[src/rtl/cache_ctrl_pkg.sv]
// Shared types and constants for the direct-mapped write-through cache controller.
package cache_ctrl_pkg;

    typedef enum logic [3:0] {
        StIdle      = 4'd0,
        StRead      = 4'd1,
        StReadMiss  = 4'd2,
        StReadMem   = 4'd3,
        StReadData  = 4'd4,
        StWrite     = 4'd5,
        StWriteHit  = 4'd6,
        StWriteMiss = 4'd7,
        StWriteMem  = 4'd8,
        StWriteData = 4'd9
    } state_e;

    localparam logic RW_READ   = 1'b0;
    localparam logic RW_WRITE  = 1'b1;
    localparam logic SEL_CACHE = 1'b0;
    localparam logic SEL_MEM   = 1'b1;

    function automatic int unsigned ctr_width(input int unsigned lat);
        return $clog2(lat + 1);
    endfunction

endpackage

[src/rtl/cache_ctrl_fsm_lat_counter.sv]
// Memory-latency wait counter: loads a start value, counts down to zero and holds there.
module lat_counter #(
    parameter int unsigned WIDTH = 3
) (
    input  logic             clk,
    input  logic             rst_n,
    input  logic             load_i,
    input  logic [WIDTH-1:0] load_val_i,
    input  logic             dec_i,
    output logic             zero_o
);

    logic [WIDTH-1:0] count_q, count_d;

    always_comb begin
        count_d = count_q;
        if (load_i) begin
            count_d = load_val_i;
        end else if (dec_i && (count_q != '0)) begin
            count_d = count_q - WIDTH'(1);
        end
    end

    always_ff @(posedge clk or negedge rst_n) begin
        if (!rst_n) begin
            count_q <= '0;
        end else begin
            count_q <= count_d;
        end
    end

    assign zero_o = (count_q == '0);

endmodule

[src/rtl/cache_ctrl_fsm.sv]
// Cache controller FSM: sequences read/write hit and miss handling against main memory.
// Optional statistics counters are built when CACHE_STATS_EN is defined.
module cache_ctrl_fsm
    import cache_ctrl_pkg::*;
#(
    parameter int unsigned MEM_LAT     = 4,
    parameter int unsigned WRITE_ALLOC = 0,
    parameter int unsigned STAT_W      = 16
) (
    input  logic              clk,
    input  logic              rst_n,
    input  logic              strobe_i,
    input  logic              rw_i,
    input  logic              m_i,
    input  logic              v_i,
`ifdef CACHE_STATS_EN
    input  logic              stat_clr_i,
    output logic [STAT_W-1:0] rd_hit_cnt_o,
    output logic [STAT_W-1:0] rd_miss_cnt_o,
    output logic [STAT_W-1:0] wr_hit_cnt_o,
    output logic [STAT_W-1:0] wr_miss_cnt_o,
`endif
    output logic              busy_o,
    output logic              rdy_o,
    output logic              w_o,
    output logic              w_sel_o,
    output logic              r_sel_o,
    output logic              m_strobe_o,
    output logic              m_rw_o
);

    localparam int unsigned CtrW = ctr_width(MEM_LAT);

    if (MEM_LAT < 1) begin : g_bad_lat
        $error("cache_ctrl_fsm: MEM_LAT must be >= 1");
    end
    if (STAT_W < 1) begin : g_bad_stat_w
        $error("cache_ctrl_fsm: STAT_W must be >= 1");
    end

    state_e state_q, state_d;
    logic   hit;
    logic   ctr_load, ctr_dec, ctr_zero;

    assign hit = m_i & v_i;

    lat_counter #(
        .WIDTH (CtrW)
    ) u_lat_counter (
        .clk        (clk),
        .rst_n      (rst_n),
        .load_i     (ctr_load),
        .load_val_i (CtrW'(MEM_LAT - 1)),
        .dec_i      (ctr_dec),
        .zero_o     (ctr_zero)
    );

    always_comb begin
        state_d    = state_q;
        busy_o     = 1'b0;
        rdy_o      = 1'b0;
        w_o        = 1'b0;
        w_sel_o    = SEL_CACHE;
        r_sel_o    = SEL_CACHE;
        m_strobe_o = 1'b0;
        m_rw_o     = RW_READ;
        ctr_load   = 1'b0;
        ctr_dec    = 1'b0;
        case (state_q)
            StIdle: begin
                if (strobe_i) begin
                    state_d = (rw_i == RW_WRITE) ? StWrite : StRead;
                end
            end
            StRead: begin
                busy_o = 1'b1;
                if (hit) begin
                    rdy_o   = 1'b1;
                    state_d = StIdle;
                end else begin
                    state_d = StReadMiss;
                end
            end
            StReadMiss: begin
                busy_o     = 1'b1;
                m_strobe_o = 1'b1;
                ctr_load   = 1'b1;
                state_d    = StReadMem;
            end
            StReadMem: begin
                busy_o = 1'b1;
                if (ctr_zero) begin
                    state_d = StReadData;
                end else begin
                    ctr_dec = 1'b1;
                end
            end
            StReadData: begin
                busy_o  = 1'b1;
                w_o     = 1'b1;
                w_sel_o = SEL_MEM;
                r_sel_o = SEL_MEM;
                rdy_o   = 1'b1;
                state_d = StIdle;
            end
            StWrite: begin
                busy_o  = 1'b1;
                state_d = hit ? StWriteHit : StWriteMiss;
            end
            StWriteHit, StWriteMiss: begin
                busy_o     = 1'b1;
                // Write-around leaves the line untouched on a miss.
                w_o        = (state_q == StWriteHit) || (WRITE_ALLOC != 0);
                m_strobe_o = 1'b1;
                m_rw_o     = RW_WRITE;
                ctr_load   = 1'b1;
                state_d    = StWriteMem;
            end
            StWriteMem: begin
                busy_o = 1'b1;
                if (ctr_zero) begin
                    state_d = StWriteData;
                end else begin
                    ctr_dec = 1'b1;
                end
            end
            StWriteData: begin
                busy_o  = 1'b1;
                rdy_o   = 1'b1;
                state_d = StIdle;
            end
            default: state_d = StIdle;
        endcase
    end

    always_ff @(posedge clk or negedge rst_n) begin
        if (!rst_n) begin
            state_q <= StIdle;
        end else begin
            state_q <= state_d;
        end
    end

`ifdef CACHE_STATS_EN
    // Index order: read hit, read miss, write hit, write miss.
    logic [STAT_W-1:0] stat_q [4];
    logic [STAT_W-1:0] stat_d [4];
    logic [3:0]        stat_inc;

    assign stat_inc[0] = (state_q == StRead) & hit;
    assign stat_inc[1] = (state_q == StRead) & ~hit;
    assign stat_inc[2] = (state_q == StWrite) & hit;
    assign stat_inc[3] = (state_q == StWrite) & ~hit;

    always_comb begin
        for (int i = 0; i < 4; i++) begin
            stat_d[i] = stat_q[i];
            if (stat_clr_i) begin
                stat_d[i] = '0;
            end else if (stat_inc[i] && (stat_q[i] != '1)) begin
                stat_d[i] = stat_q[i] + STAT_W'(1);
            end
        end
    end

    always_ff @(posedge clk or negedge rst_n) begin
        if (!rst_n) begin
            for (int i = 0; i < 4; i++) stat_q[i] <= '0;
        end else begin
            for (int i = 0; i < 4; i++) stat_q[i] <= stat_d[i];
        end
    end

    assign rd_hit_cnt_o  = stat_q[0];
    assign rd_miss_cnt_o = stat_q[1];
    assign wr_hit_cnt_o  = stat_q[2];
    assign wr_miss_cnt_o = stat_q[3];
`endif

endmodule
[config.mk]
export PLATFORM = sky130hd
export DESIGN_NAME = cache_ctrl_fsm
export DESIGN_NICKNAME = d
export VERILOG_FILES = /design/src/rtl/cache_ctrl_pkg.sv /design/src/rtl/cache_ctrl_fsm_lat_counter.sv /design/src/rtl/cache_ctrl_fsm.sv
export SDC_FILE = /design/constraint.sdc
export NUM_CORES = 1
export LEC_CHECK = 0
export BUFFER_PORTS_ARGS = -buffer_cell sky130_fd_sc_hd__buf_4
export CAP_MARGIN = 20
export CELL_PAD_IN_SITES_DETAIL_PLACEMENT = 0
export CELL_PAD_IN_SITES_GLOBAL_PLACEMENT = 1
export CORE_MARGIN = 8
export CORE_UTILIZATION = 34
export CTS_BUF_LIST = sky130_fd_sc_hd__clkbuf_8 sky130_fd_sc_hd__clkbuf_16
export CTS_CLUSTER_SIZE = 8
export DETAILED_ROUTE_END_ITERATION = 10
export GPL_TIMING_DRIVEN = 1
export HOLD_SLACK_MARGIN = 0.02
export PLACE_DENSITY_LB_ADDON = 0.1
export SETUP_SLACK_MARGIN = 0.3
export SYNTH_ARGS = -nofsm -noshare
export SYNTH_HDL_FRONTEND = slang
export SYNTH_SLANG_ARGS = --single-unit
[constraint.sdc]
create_clock -name clk -period 2.6 [get_ports clk]
set_clock_uncertainty 0.15 [all_clocks]
set_input_delay 0.39 -clock clk [delete_from_list [all_inputs] [get_ports clk]]
set_output_delay 0.39 -clock clk [all_outputs]
set_load 0.1 [all_outputs]
# Word level (Yosys, flattened, before mapping)
# Index checks and enable logic that the tools add are counted.
# classes
bitwise_logic	1
n_eq_ne	12
n_reduce_logical	11
add_sub_neg	1
n_mux	18
# ops
op	count
one-hot mux 4 bit (7 select lines)	1
== test 4 x 3 -> 1 bit (second input constant)	4
two-way mux 4 bit	3
two-way mux 3 bit	3
OR reduction 9 bit	1
== test 4 x 2 -> 1 bit (second input constant)	2
== test 4 bit (second input constant)	2
two-way mux 1 bit	8
inequality test 2 bit (second input constant)	3
OR reduction 2 bit	3
== test 4 x 1 -> 1 bit (second input constant)	1
logical NOT 4 bit	1
one-hot mux 1 bit (2 select lines)	2
logical NOT 3 bit	1
AND reduction 3 bit	1
nonzero test 3 bit	1
OR reduction 3 bit	1
subtractor 3 x 1 -> 3 bit (second input constant)	1
two-way mux 2 bit	1
nonzero test 2 bit	1
AND 1 bit	1
logical AND 1 bit	1
# word_totals
reg_bits	7
in_bits	6

# Depth between registers and ports, before layout
# Gate-level depths: netlist of run 1.
# depth
depth_word	6
depth_mapped	5
ltp_nobuf	5

# Cells and area by module
# A second synthesis of run 1 with hierarchy kept.
# unflattened
hier_cells	62
hier_area_um2	554.3
# by_module_without_submodules
module	seq_area_each_um2	area_each_um2	cells_per_inst	n_inst
cache_ctrl_fsm	100.1	364.1	43	1
lat_counter	75.1	190.2	19	1

# Least setup slack after synthesis of run 1
# No wires, ideal clock.
# synth_path
kind	reg2out
startpoint	register state_q[0]
endpoint	output w_sel_o
stages_incl_launch_ff	4
slack_ps	-1255
arrival_ps	3315
n_path_buf	2
t_required_ps	2060
path_cell_list	dfrtp_1 clkbuf_1 nor3_1 buf_4
# synth_between
elab_chain_len	2
# synth_rtl
item	line_no	rtl
start: declaration	cache_ctrl_fsm.sv:41	state_e state_q, state_d;
start signal: assignment	cache_ctrl_fsm.sv:138	state_q <= StIdle;
start signal: assignment	cache_ctrl_fsm.sv:140	state_q <= state_d;
== test 4 x 3 -> 1 bit	n/a	
two-way mux 1 bit	n/a	
end: declaration	cache_ctrl_fsm.sv:26	output logic w_sel_o,
# No other way between the ends.

# Worst setup path in the final report of run 1
# layout_path
startpoint	register state_q[2]
endpoint	output m_strobe_o
# layout_between
elab_chain_len	3
# layout_rtl
item	line_no	rtl
== test 4 x 3 -> 1 bit / == test 4 x 2 -> 1 bit (equally long branches)	cache_ctrl_fsm.sv:69	case (state_q)
OR reduction 3 bit (no source line) (*)	n/a	
two-way mux 1 bit (*)	cache_ctrl_fsm.sv:69	
end: declaration	cache_ctrl_fsm.sv:28	output logic m_strobe_o,
# Mark *: on every way between the ends. The rest lies on a longest branch, timed or not.

==> results of run 1 <==
-- placed cells by master, fill, tap and decap left out, types with 2 or more instances in the layout --
cell	Yosys	routed
nand3b_1	2	2
ha_1	2	2
nor2_1	8	5
nor3_1	4	3
inv_1	6	7
a31oi_1	2	2
clkbuf_8	0	3
dfrtp_1	7	6
a21oi_1	4	3
o21ai_0	4	4
buf_4	1	13
nor2_4	0	2
nand2_1	3	3
-- kinds of logic (layout without fill, tap and decap cells) --
group | after synthesis | count (layout) | share of synthesized area, %
AOI/OAI and AO/OA | 16 | 16 | 23.16
xor gates and xnor gates | 2 | 2 | 3.449
adders and majority gates | 2 | 2 | 4.925
buffers and inverters | 11 | 24 | 9.112
DFF | 7 | 7 | 34.48
muxes | 2 | 2 | 3.941
and+or+nand+nor | 21 | 21 | 20.94
-- metal layers --
layer	global-route usage, %	wire (µm)	vias up
li1	-	-	235
met1	11.08	529	209
met2	14.34	604	5
met3	4.891	37	0
met4	2.459	0	0
met5	0	0	-
-- stage by stage --
| step | instance area [µm²] | utilization, % | hold WS [ns] |
|---|---|---|---|
| global placement | 649.4 | 44.66 | 0.05754 |
| finish | 705.7 | 48.54 | 0.3221 |
| detailed placement | 649.4 | 44.66 | 0.05965 |
| floorplan | 559.3 | - | -0.05559 |
| CTS | 704.4 | 48.45 | 0.3278 |
| global route | 705.7 | 48.54 | 0.3531 |
-- layout make-up --
cell class                      instances  area, µm²
Fill cell                             147      748.2
Multi-Input combinational cell         43      334.1
Inverter                                6      22.52
Tap cell                               16      20.02
Timing Repair Buffer                   14      107.6
Clock buffer                            3      41.29
Clock inverter                          1      3.754
Sequential cell                         7      176.4
-- how the worst max path moves through the flow --
stage	cells after the start	end	start	slack [ns]
finish	4	m_strobe_o	state_q[2]	0.41
global route	4	m_strobe_o	state_q[2]	0.30
CTS	4	m_strobe_o	state_q[1]	0.31
detailed placement	4	m_strobe_o	state_q[1]	0.56
global placement	4	m_strobe_o	state_q[1]	0.54
floorplan	3	w_sel_o	state_q[1]	0.15
-- timing repair --
| action | in CTS | in global routing |
|---|---|---|
| hold buffers | 1 | 0 |
| setup endpoints to repair | 0 | 1 |
| hold endpoints to repair | 7 | 0 |
| resized for setup | 0 | 1 |
-- flip-flops by register name, summed over array words and instances, names as in the netlist --
register / flops
state_q: 4
u_lat_counter.count_q: 3
==> key figures, run 1 <==
STA
  • Tightest Pin Transition: 0.5609 ns
  • Normalized max-slew margin: a little over three fifths
  • RSZ-0062 raised after global routing: false
  • Fin worst setup slack: 0.4083 ns
  • Final TNS setup: 0 ns
  • Count of final max-slew check failures: 0
  • F_max: 456.3 MHz
  • Count of final hold-check violations: 0
  • Fin crit share: 84.30%
  • Final min period: 2.192 ns
  • Final Setup Violations: 0

Yosys
  • Netlist Area Pre-Place: 508.0 µm²
  • Synth Instances: 61
  • Synth async-reset ratio: between 90% and 100%
  • Cell taking the most area after synthesis: dfrtp_1
  • Top post-synthesis cells by count: 8 x nor2_1, 7 x dfrtp_1, 6 x inv_1
  • Count leader, synth: nor2_1
  • Yosys top cell area share: ~34%
  • Post-synth cell types: 26
  • Syn Nets: 69
  • Flops & latches, synth: 7
  • Post-synth EDFFs: 0
  • Main area contributors after synthesis: dfrtp_1 34%, nor2_1 5.9%, a221oi_4 5.2%
  • Syn Area/Cell: 8.328 µm²
  • Top FF cell, synth: dfrtp_1
  • Yosys warns: 0
  • Sequential share of the synthesized area: roughly 34%

Floorplanning
  • Die Width: 54.66 µm
  • Core footprint: 0.001454 mm²
  • I/O Pins: 13
  • Initial Util: approximately a third
  • Die area: 0.002987 mm²
  • Cell Rows: 14
  • Die H: 54.66 µm

Setup path
  • Critical path, cell by cell: inv_1, a211o_1, inv_1, buf_4
  • Critical R2R Launch: state_q[0]
  • Critical path buffers and inverters: 3
  • Crit. End Element: primary output
  • Crit-path max FO: 10
  • Critical path arrival: 1.65 ns
  • Reg2reg end: state_q[0]
  • Slowest CP cell: dfrtp_1
  • Setup CP Type: reg2out
  • Slowest cell delay on critical path: 0.59 ns
  • Setup slack, reg-to-reg: 0.61 ns
  • Worst reg2reg path depth: 4
  • Critical Path Most Common Cell: inv_1
  • Worst EP required: 2.06 ns
  • Critical Path Source Type: flip-flop
  • Largest delay contributor family on the critical path: flip-flops

Routing
  • Residual DRC: 0
  • Post-DR vias/cell: roughly 5
  • DRT antenna net count: 0
  • DRT iter0 DRCs: 5
  • Vias post-DR: 449
  • DRT Wirelength: 1.171 mm
  • First drt pass iteration count: 5
  • Per-cell routed wire length: 13.01 µm

CTS
  • CTS Buf Count: 3
  • Clk buf depth: 2
  • Root Buffer: clkbuf_8
  • Clock-pin slew on the worst setup and hold paths: 0.04 ns
  • H-tree depth: 1
  • CTS tree: yes
  • Worst-Skew Late Latency: 0.22 ns
  • Setup Fix Bufs, Post-CTS: 0
  • CTS Sinks: 7

Placement
  • Setup slack at placement: 0.5607 ns
  • IO buf count: 12
  • GPL Wtd Cong: approximately 0.69
  • Hpwl dp: 887.1 µm
  • Post-Place Cells: 85

Global routing
  • All-Layer GR Usage: a little under a tenth
  • Total congestion overflow: 0
  • Antenna violations before repair: 0
  • Vias in the first global route: 440
  • First-pass GRT wire length: 2.001 mm
  • Largest net degree at the start of global routing: 16

Layout
  • Fin cells: 90
  • Layout cells sized above 1: 36.49%
  • Area Growth Syn to Fin: 38.92%
  • Nets@finish: 83
  • Diode count: 0

Run status
  • Outcome: completed

Flow run
  • Max cap viols: 0

Worst hold path
  • Hold Crit Class: reg2reg
  • HP Start: u_lat_counter.count_q[2]
  • Hold path cells: 1
  • Hold EP: u_lat_counter.count_q[2]
Power of run 1 is left out: the tool's default activity adds up to more than one toggle a clock period on the data nets, which glitch-free logic cannot reach.
==> run 2, diff against run 1 <==
--- a/config.mk
+++ b/config.mk
@@ -10,7 +10,7 @@
 export CELL_PAD_IN_SITES_DETAIL_PLACEMENT = 0
 export CELL_PAD_IN_SITES_GLOBAL_PLACEMENT = 1
 export CORE_MARGIN = 8
-export CORE_UTILIZATION = 34
+export CORE_UTILIZATION = 32
 export CTS_BUF_LIST = sky130_fd_sc_hd__clkbuf_8 sky130_fd_sc_hd__clkbuf_16
 export CTS_CLUSTER_SIZE = 8
 export DETAILED_ROUTE_END_ITERATION = 10
==> constraint.sdc (replaced) <==
create_clock -name clk -period 1.8 [get_ports clk]
set_clock_uncertainty 0.15 [all_clocks]
set_input_delay 0.27 -clock clk [delete_from_list [all_inputs] [get_ports clk]]
set_output_delay 0.27 -clock clk [all_outputs]
set_load 0.1 [all_outputs]
==> run 2 against run 1 <==
Net effect:
- non-clock buffer count up 14
- final cell count is 16% higher
- the run now ends with setup timing left
- core utilization up 15 points
- first-iteration DRC count unchanged
- flip-flop and latch count did not move
- worst hold slack lost 0.077 ns
- critical path depth increased by 1
==> key figures, run 2 (synthesis gave the netlist of run 1 again) <==
Run status
  • Outcome: complete, but fails checks
  • Failing checks: setup timing

CTS
  • Worst-Skew Late Latency: 0.23 ns
  • CTS Sinks: 7
  • Clock-pin slew on the worst setup and hold paths: 0.04 ns
  • Clk buf depth: 2
  • Root Buffer: clkbuf_8
  • CTS Buf Count: 3
  • CTS tree: yes
  • H-tree depth: 1

STA
  • Normalized max-slew margin: between 70% and 80%
  • RSZ-0062 raised after global routing: true
  • Tightest Pin Transition: 0.3569 ns
  • Fin Hold WS: 0.2451 ns
  • Fin worst setup slack: -0.008839 ns
  • Final Setup Violations: 4
  • Final min period: between 1.5 and 2 ns
  • Count of final hold-check violations: 0
  • F_max: 552.8 MHz
  • Count of final max-slew check failures: 0
  • Fin crit share: 100.5%

Placement
  • IO buf count: 12
  • GPL Wtd Cong: 0.8023
  • Post-Place Cells: 95
  • Hpwl dp: ~950 µm

Layout
  • # fillers: 126
  • Max FFs per register: 4
  • Area Growth Syn to Fin: 88.67%
  • Most flops, register: state_q
  • Biggest regs: state_q (4), u_lat_counter.count_q (3)
  • Layout cells sized above 1: 55.68%
  • Diode count: 0
  • Nets@finish: 97
  • Fin cells: approximately 100
  • Most common cell after layout, fill and taps aside: buf_4
  • Highest-count cells in the layout ignoring fill and taps: 14 x buf_4, 7 x buf_12, 6 x buf_6

Floorplanning
  • I/O Pins: 13
  • Die area: 0.003118 mm²
  • Cell Rows: 14
  • Core footprint: between 0.0015 and 0.002 mm²
  • Die H: between 50 and 60 µm
  • Die Width: 55.84 µm
  • Initial Util: 33.72%

Routing
  • Residual DRC: 0
  • DRT iter0 DRCs: 5
  • Per-cell routed wire length: about 14 µm
  • DRT Wirelength: ~1.5 mm
  • DRT antenna net count: 0
  • First drt pass iteration count: 4
  • Post-DR vias/cell: between 5 and 6
  • Vias post-DR: 528

Setup path
  • Crit-path max FO: 6
  • Setup CP Type: reg2reg
  • Worst EP required: about 1.8 ns
  • Critical path arrival: 1.77 ns
  • Critical Path Source Type: flip-flop
  • Crit. End Element: flip-flop

Flow run
  • Max cap viols: 0

Global routing
  • First-pass GRT wire length: roughly 2.7 mm
  • Antenna violations before repair: 0
  • All-Layer GR Usage: 10.48%
  • Largest net degree at the start of global routing: 8
  • Vias in the first global route: 603
  • Total congestion overflow: 0

Worst hold path
  • Hold Crit Class: in2async
run 2: cell count changes in the layout (fill, tap and decap cells not counted), sizes merged:
cell      delta
buf         +14
clkinvlp     +1
inv          -1
run 2: cell type report:
| type | instances | area (µm²) | area share (%) |
|---|---|---|---|
| Clock inverter | 1 | 3.754 | 0.3916 |
| Multi-Input combinational cell | 43 | 365.4 | 38.12 |
| Inverter | 6 | 26.28 | 2.742 |
| Timing Repair Buffer | 28 | 322.8 | 33.68 |
| Tap cell | 16 | 20.02 | 2.089 |
| Clock buffer | 3 | 41.29 | 4.308 |
| Sequential cell | 7 | 178.9 | 18.67 |
run 2: critical path, cell delays in order (launching register included):
cell,delay (ns)
dfrtp_1,0.41
buf_6,0.13
or3b_4,0.37
a221oi_4,0.37
nand3b_1,0.19
nor3_1,0.06
run 2: repair_timing:
action                                 4_1_cts  5_1_grt
hold buffers                                 1        0
setup endpoints to repair                   13       13
setup buffers                                4        0
pin swaps                                    8        4
gates resized for setup                     34        4
endpoints found under the hold margin        7        0
run 2: path summary, 6_finish.rpt:
kind	start	cells past startpoint	slack (ns)	to
min in group clk	rw_i	3	0.25	state_q[2]
setup / recovery	state_q[0]	5	-0.009	state_q[2]
hold / removal	rst_n	2	0.25	u_lat_counter.count_q[1]
setup reg to reg	state_q[0]	5	-0.009	state_q[2]
hold reg to reg	u_lat_counter.count_q[2]	1	0.33	u_lat_counter.count_q[2]
max in group asynchronous	rst_n	2	1.11	state_q[2]
run 2: routing by layer:
layer / wire, µm / track usage [%] / part of all wire (%) / vias up
li1: - / - / - / 268
met2: 766 / 17.79 / 52 / 13
met5: 0 / 0 / 0 / -
met1: 610 / 11.07 / 41 / 242
met4: 34 / 5.155 / 2.3 / 0
met3: 66 / 3.881 / 4.5 / 5
run 2: metrics by stage:
| stage | instance area (µm²) | setup slack, ns | utilization [%] | TNS [ns] |
|---|---|---|---|---|
| final | 958.4 | -0.008839 | 63.62 | -0.02275 |
| after global routing | 958.4 | -0.09893 | 63.62 | -0.5084 |
| after CTS | 944.7 | 0.007513 | 62.71 | 0 |
| after detailed placement | 735.7 | 0.06432 | 48.84 | 0 |
| after global placement | 735.7 | 0.08388 | 48.84 | 0 |
| after floorplan | 600.6 | -0.3112 | - | -0.7162 |
Power of run 2 is left out for the same reason.
